[src/rtl/mem_port_arbiter.sv]
// Two-master arbiter for the shared scratch memory port: forwards one master's
// req/gnt/rvalid transaction at a time with no added latency and flags spurious responses.
module mem_port_arbiter #(
    parameter int ADDR_WIDTH = 12,
    parameter bit FIXED_PRIO = 1'b0
) (
    input  logic                  clk_i,
    input  logic                  rst_i,
    input  logic                  m0_req_i,
    input  logic [ADDR_WIDTH-1:0] m0_addr_i,
    input  logic                  m0_we_i,
    input  logic [3:0]            m0_be_i,
    input  logic [31:0]           m0_wdata_i,
    output logic                  m0_gnt_o,
    output logic                  m0_rvalid_o,
    output logic [31:0]           m0_rdata_o,
    input  logic                  m1_req_i,
    input  logic [ADDR_WIDTH-1:0] m1_addr_i,
    input  logic                  m1_we_i,
    input  logic [3:0]            m1_be_i,
    input  logic [31:0]           m1_wdata_i,
    output logic                  m1_gnt_o,
    output logic                  m1_rvalid_o,
    output logic [31:0]           m1_rdata_o,
    output logic                  s_req_o,
    output logic [ADDR_WIDTH-1:0] s_addr_o,
    output logic                  s_we_o,
    output logic [3:0]            s_be_o,
    output logic [31:0]           s_wdata_o,
    input  logic                  s_gnt_i,
    input  logic                  s_rvalid_i,
    input  logic [31:0]           s_rdata_i,
    output logic                  owner_o,
    output logic                  busy_o,
    output logic                  err_o
);

    typedef enum logic {
        IDLE,
        WAIT_RESP
    } state_t;

    state_t state_q;
    logic   owner_q;
    logic   last_q;
    logic   lock_q;
    logic   lock_sel_q;

    logic   sel;
    logic   mux_sel;
    logic   sel_req;
    logic   idle;
    logic   waiting;

    // A held lock pins the choice until the slave grants; otherwise arbitrate.
    always_comb begin
        sel = last_q;
        if (lock_q) begin
            sel = lock_sel_q;
        end else if (m0_req_i && !m1_req_i) begin
            sel = 1'b0;
        end else if (m1_req_i && !m0_req_i) begin
            sel = 1'b1;
        end else if (m0_req_i && m1_req_i) begin
            sel = FIXED_PRIO ? 1'b1 : ~last_q;
        end
    end

    assign idle    = !rst_i && (state_q == IDLE);
    assign waiting = !rst_i && (state_q == WAIT_RESP);
    assign mux_sel = (state_q == WAIT_RESP) ? owner_q : sel;
    assign sel_req = sel ? m1_req_i : m0_req_i;

    assign s_req_o   = idle && sel_req;
    assign s_addr_o  = mux_sel ? m1_addr_i  : m0_addr_i;
    assign s_we_o    = mux_sel ? m1_we_i    : m0_we_i;
    assign s_be_o    = mux_sel ? m1_be_i    : m0_be_i;
    assign s_wdata_o = mux_sel ? m1_wdata_i : m0_wdata_i;

    assign m0_gnt_o    = idle && !sel && s_gnt_i;
    assign m1_gnt_o    = idle &&  sel && s_gnt_i;
    assign m0_rvalid_o = waiting && !owner_q && s_rvalid_i;
    assign m1_rvalid_o = waiting &&  owner_q && s_rvalid_i;
    assign m0_rdata_o  = s_rdata_i;
    assign m1_rdata_o  = s_rdata_i;

    assign busy_o  = waiting;
    assign owner_o = !rst_i && owner_q;

    // last_q resets to 1 so master 0 wins the first contested cycle.
    always_ff @(posedge clk_i or posedge rst_i) begin
        if (rst_i) begin
            state_q    <= IDLE;
            owner_q    <= 1'b0;
            last_q     <= 1'b1;
            lock_q     <= 1'b0;
            lock_sel_q <= 1'b0;
            err_o      <= 1'b0;
        end else begin
            err_o <= 1'b0;
            case (state_q)
                IDLE: begin
                    if (s_rvalid_i) begin
                        err_o <= 1'b1;
                    end
                    if (sel_req && s_gnt_i) begin
                        owner_q <= sel;
                        last_q  <= sel;
                        lock_q  <= 1'b0;
                        state_q <= WAIT_RESP;
                    end else if (sel_req) begin
                        lock_q     <= 1'b1;
                        lock_sel_q <= sel;
                    end else begin
                        // The locked master dropped its request before grant.
                        lock_q <= 1'b0;
                    end
                end
                WAIT_RESP: begin
                    if (s_rvalid_i) begin
                        state_q <= IDLE;
                    end
                end
                default: state_q <= IDLE;
            endcase
        end
    end

endmodule
[config.mk]
export PLATFORM = sky130hd
export DESIGN_NAME = mem_port_arbiter
export DESIGN_NICKNAME = d
export VERILOG_FILES = /design/src/rtl/mem_port_arbiter.sv
export SDC_FILE = /design/constraint.sdc
export NUM_CORES = 1
export LEC_CHECK = 0
export ABC_AREA = 1
export BUFFER_PORTS_ARGS = -buffer_cell sky130_fd_sc_hd__buf_2
export CORE_AREA = 2 2 100 102
export CTS_CLUSTER_DIAMETER = 40
export DETAILED_ROUTE_END_ITERATION = 16
export DIE_AREA = 0 0 102 104
export PLACE_DENSITY_LB_ADDON = 0.12
export SLEW_MARGIN = 5
export SYNTH_ARGS = -nofsm -noshare
export SYNTH_HDL_FRONTEND = slang
export SYNTH_SLANG_ARGS = --single-unit
export TNS_END_PERCENT = 1
[constraint.sdc]
create_clock -name clk_i -period 1.65 [get_ports clk_i]
set_input_delay 0.0825 -clock clk_i [delete_from_list [all_inputs] [get_ports clk_i]]
set_output_delay 0.0825 -clock clk_i [all_outputs]
set_load 0.05 [all_outputs]
# Yosys cells after proc, flatten, opt, wreduce, memory -nomap -nowiden
# Cells that the tools add are included.
op_classes:
  muxes: 17
  bitwise_logic: 3
  n_reduce_logical: 23
op_table:
  columns: ["operator", "n"]
  rows:
  - ["$mux W32", 1]
  - ["$logic_and A1 B1 Y1", 16]
  - ["$mux W1", 13]
  - ["$mux W12", 1]
  - ["$logic_not A1 Y1", 5]
  - ["$mux W4", 1]
  - ["$not A1 Y1", 3]
  - ["$reduce_and A3 Y1", 1]
  - ["$pmux W1 S2", 1]
  - ["$reduce_and A2 Y1", 1]
word_totals:
  ff_bits: 6
  input_bits: 136
  out_inout_bits: 121
  wordCells: 49

# Longest topological paths before layout
depth:
  ltp_word: 9
  ltp_mapped: 9
  ltp_nobuf: 7

# Worst setup path before layout
# No wires, ideal clock.
synth_path:
  path_kind: "register -> output"
  from: "register state_q"
  to: "output port m0_rvalid_o"
  arrival_time_ns: 2.001
  t_required_ns: 1.567
  slack_ns: -0.433
  path_stages_with_launch: 5
  path_buffers: 0
  cell_sequence: "dfrtp_1 -> inv_1 -> nor2_1 -> nand2_1 -> nor2_1"
synth_between:
  elab_chain_cells: 3
synth_rtl:
  columns: ["item", "line", "text"]
  rows:
  - ["start, declared", "43", "state_t state_q;"]
  - ["start signal, assigned", "93", "state_q <= IDLE;"]
  - ["start signal, assigned", "110", "state_q <= WAIT_RESP;"]
  - ["start signal, assigned", "121", "state_q <= IDLE;"]
  - ["$logic_and A1 B1 Y1", "70", "assign waiting = !rst_i && (state_q == WAIT_RESP);"]
  - ["via busy_o", "34", "output logic busy_o,"]
  - ["$logic_and A1 B1 Y1 (2 in a row)", "82", "assign m0_rvalid_o = waiting && !owner_q && s_rvalid_i;"]
  - ["end, declared", "15", "output logic m0_rvalid_o,"]
# The timed path passes the listed nets, and every way through them passes these cells.

# Worst setup path in the final report
layout_path:
  from: "register last_q"
  to: "output port s_wdata_o[14]"
layout_between:
  elab_chain_cells: 7
layout_rtl:
  columns: ["item", "line", "text"]
  rows:
  - ["start, declared", "45", "logic last_q;"]
  - ["start signal, assigned", "108", "last_q <= sel;"]
  - ["$not A1 Y1", "65", "sel = FIXED_PRIO ? 1'b1 : ~last_q;"]
  - ["$mux W1 (*)", "64", "end else if (m0_req_i && m1_req_i) begin"]
  - ["$mux W1 (*)", "62", "end else if (m1_req_i && !m0_req_i) begin"]
  - ["$mux W1 (*)", "60", "end else if (m0_req_i && !m1_req_i) begin"]
  - ["$mux W1 (*)", "58", "if (lock_q) begin"]
  - ["$mux W1 (*)", "71", "assign mux_sel = (state_q == WAIT_RESP) ? owner_q : sel;"]
  - ["$mux W32 (*)", "78", "assign s_wdata_o = mux_sel ? m1_wdata_i : m0_wdata_i;"]
  - ["end, declared", "29", "output logic [31:0] s_wdata_o,"]
# Every way passes the cells marked *; elsewhere a longest branch is shown, timed or not.

==> results.sh <==
export IMPL_status="complete, but fails checks"
export IMPL_failed_checks="negative setup slack"
export IMPL_reg2reg_slack_ps=280
export IMPL_diodes=0
export IMPL_slew_violations=0
export IMPL_wirelength_mm=5.90
export IMPL_holdCritPathClass="primary input to register"
export IMPL_clockBufferDepth=2
export IMPL_avgSynthCellArea_um2=5.49
export IMPL_p_sw_share_pct=63.3
export IMPL_crit_path_end_kind="primary output"
export IMPL_place_detailed_hpwl_mm=4.64
export IMPL_h_tree_depth=1
export IMPL_first_iter_violations=68
export IMPL_cts_num_sinks=6
export IMPL_p_seq_share_pct=3.5
export IMPL_power_switching_mw=4.97
export IMPL_place_gp_congestion=0.753
export IMPL_dp_cells=504
export IMPL_clk_pin_slew_ps=40
export IMPL_grt_util_met1_pct=11.4
export IMPL_critical_path_class="register to primary output"
export IMPL_cp_arrival_ps=1680
export IMPL_final_antenna_net_count=0
export IMPL_wl_per_cell_um=11.6
export IMPL_synth_warnings=0
export IMPL_cts_tree="done"
export IMPL_drc=0
export IMPL_numPortBuffers=160
export IMPL_yosysUniqueCellTypes=16
export IMPL_grtUsageMet2_pct=18.4
export IMPL_synth_nets=417
export IMPL_fillCellCount=1117
export IMPL_clkPwrFrac_pct=2.9
export IMPL_setup_worst_path_end="s_wdata_o[14]"
export IMPL_start_util_pct=16.2
export IMPL_place_area_um2=2090
export IMPL_path_delay_family="flip-flops"
export IMPL_grt_pass1_vias=1973
export IMPL_cp_slowest_stage_delay_ps=550
export IMPL_crit_path_start="last_q$_DFFE_PP1P_"
export IMPL_grt_antenna_before_repair=0
export IMPL_crit_buf_inv=3
export IMPL_pin_count=257
export IMPL_total_power_mw=7.85
export IMPL_reg2reg_to="owner_q$_DFFE_PP0P_"
export IMPL_cts_buffers=3
export IMPL_vdd_drop_max_v=0.000978
export IMPL_die_area_um2=10600
export IMPL_die_w_um=102
export IMPL_multi_input_area_um2=843
export IMPL_critPathRequiredTime_ps=1570
export IMPL_synthCells=281
export IMPL_use_met3_pct=3.02
export IMPL_cellLeakagePower_nw=1.48
export IMPL_nNetsFinal=513
export IMPL_grt_pass1_wl_mm=9.11
export IMPL_fmax_mhz=568
export IMPL_whs_ps=77.7
export IMPL_cp_depth=8
export IMPL_syn2layout_area_growth_pct=62.3
export IMPL_grt_max_degree=34
export IMPL_instances_no_fill=509
export IMPL_setup_viol=49
export IMPL_internal_power_mw=2.88
export IMPL_clock_skew_ps=2.30
export IMPL_r2r_cells=8
export IMPL_finalCriticalPeriod_ps=1760
export IMPL_final_area_um2=2510
export IMPL_crit_slowest_cell="dfstp_2"
export IMPL_overflow=0
export IMPL_fin_util_pct=26.2
export IMPL_cp_max_fo=24
export IMPL_grt_use_total_pct=10.3
export IMPL_combPwrFrac_pct=93.6
export IMPL_std_cell_rows=36
export IMPL_syn_area_um2=1540
export IMPL_rsz0062_at_grt="true"
export IMPL_cts_root_buffer="clkbuf_8"
export IMPL_vias_per_cell=3.90
export IMPL_final_layout_size_suffix_gt1_share_pct=50.5
export IMPL_cap_violations=0
export IMPL_synth_seq_area_share_pct=9.81
export IMPL_ys_ff_latch=6
export IMPL_finalWorstSetupSlack_ps=-109
export IMPL_core_area_um2=9550
export IMPL_crit_chain="inv_2 > nand2_2 > nand3_2 > nand3_4 > buf_12 > nand3_1 > nand2_1 > buf_6"
export IMPL_min_period_over_period_pct=107
export IMPL_drt_first_pass_iters=4
export IMPL_p_per_area_nw_per_um2=3130
export IMPL_clkLatencyLatePin_ps=220
export IMPL_cp_start_kind="register"
export IMPL_postCtsSetupBuffers=0
export IMPL_ff_latch_area_um2=151
export IMPL_r2r_start="last_q$_DFFE_PP1P_"
export IMPL_layout_common_cells="nand2_1 (108), buf_2 (108), nand3_1 (52)"
export IMPL_worstMarginPinSlew_ps=259
export IMPL_finalHoldViolCount=0
export IMPL_num_vias=1984
export IMPL_grt_busiest_layer="met2"
export IMPL_slew_headroom_pct=82.8
export IMPL_die_y_um=104
## synthesized netlist by cell type
| library cell | count | share of area [%] |
|---|---|---|
| dfrtp_1 | 5 | 8.1 |
| o21ai_0 | 2 | 0.65 |
| nand2_2 | 1 | 0.41 |
| nand3_1 | 55 | 18 |
| buf_4 | 66 | 32 |
| clkbuf_1 | 4 | 0.97 |
| buf_2 | 7 | 2.3 |
| a21oi_1 | 1 | 0.32 |
| nor2_1 | 10 | 2.4 |
| dfstp_2 | 1 | 1.7 |
| nand3_2 | 1 | 0.65 |
| nand2_1 | 115 | 28 |
| and3_1 | 1 | 0.41 |
| inv_1 | 9 | 2.2 |
| buf_6 | 2 | 1.5 |
| or2_4 | 1 | 0.57 |
## power by group through the flow
| stage | registers (mW) | clock network, mW | logic (mW) |
|---|---|---|---|
| after detailed placement | 0.272 | 0 | 6.14 |
| after global placement | 0.273 | 0 | 6.18 |
| after floorplan | 0.289 | 0 | 5.00 |
| final | 0.272 | 0.229 | 7.35 |
| after global routing | 0.278 | 0.253 | 7.81 |
| after CTS | 0.272 | 0.237 | 7.37 |
## registers in the layout, summed over array words and instances (netlist names)
signal / flops
last_q: 1
state_q: 1
lock_q: 1
err_o: 1
lock_sel_q: 1
owner_q: 1
## worst register-to-register path, delay by kind of cell (launching register included)
family / cells / cell delay, ps
buffers and inverters: 2 / 210
DFF: 1 / 550
and+or+nand+nor: 6 / 500
## worst min path at each step
stage / slack (ps) / cells past startpoint / to / start
finish: 80 / 2 / state_q$_DFF_PP0_ / s_rvalid_i
global route: 80 / 2 / state_q$_DFF_PP0_ / s_rvalid_i
CTS: 80 / 2 / state_q$_DFF_PP0_ / s_rvalid_i
detailed placement: 50 / 2 / lock_sel_q$_DFFE_PP0P_ / rst_i
global placement: 60 / 2 / err_o$_DFF_PP0_ / rst_i
floorplan: -130 / 1 / err_o$_DFF_PP0_ / rst_i
## metal layers
metal	up-vias	routed length, um
met5	-	0
met4	0	130
met3	23	605
met2	112	2920
met1	842	2250
li1	1007	-
## metrics by stage
step | setup TNS (ps) | setup WS [ps]
after floorplan | -129 | -14.4
after global placement | 0 | 1.50
after detailed placement | -145 | -17.9
after CTS | -4310 | -110
after global routing | -8550 | -212
final | -3860 | -109
## cells by family (layout without fill, tap and decap cells)
logic type | count (synthesis) | after routing | share of synthesized area [%]
flip-flops | 6 | 6 | 9.81
AND/OR/NAND/NOR | 184 | 184 | 50.2
AO/OA/AOI/OAI | 3 | 3 | 0.972
buffers and inverters | 88 | 183 | 39.0
## area by class of cell
type                    instances  share of cell area [%]
multi-input cells             187                    33.6
well taps                     133                    6.64
clock buffers                   4                    1.80
inverters                       9                    1.35
repair buffers                170                    50.5
flip-flops and latches          6                    6.04
## repair_timing
| action | in CTS | in global routing |
|---|---|---|
| hold buffers | 1 | 0 |
| setup endpoints to repair | 50 | 52 |
| resized for setup | 107 | 8 |
| cloned | 0 | 0 |
| hold endpoints to repair | 5 | 0 |
| pin swaps | 4 | 1 |
Power figures use the tool's default switching activity.
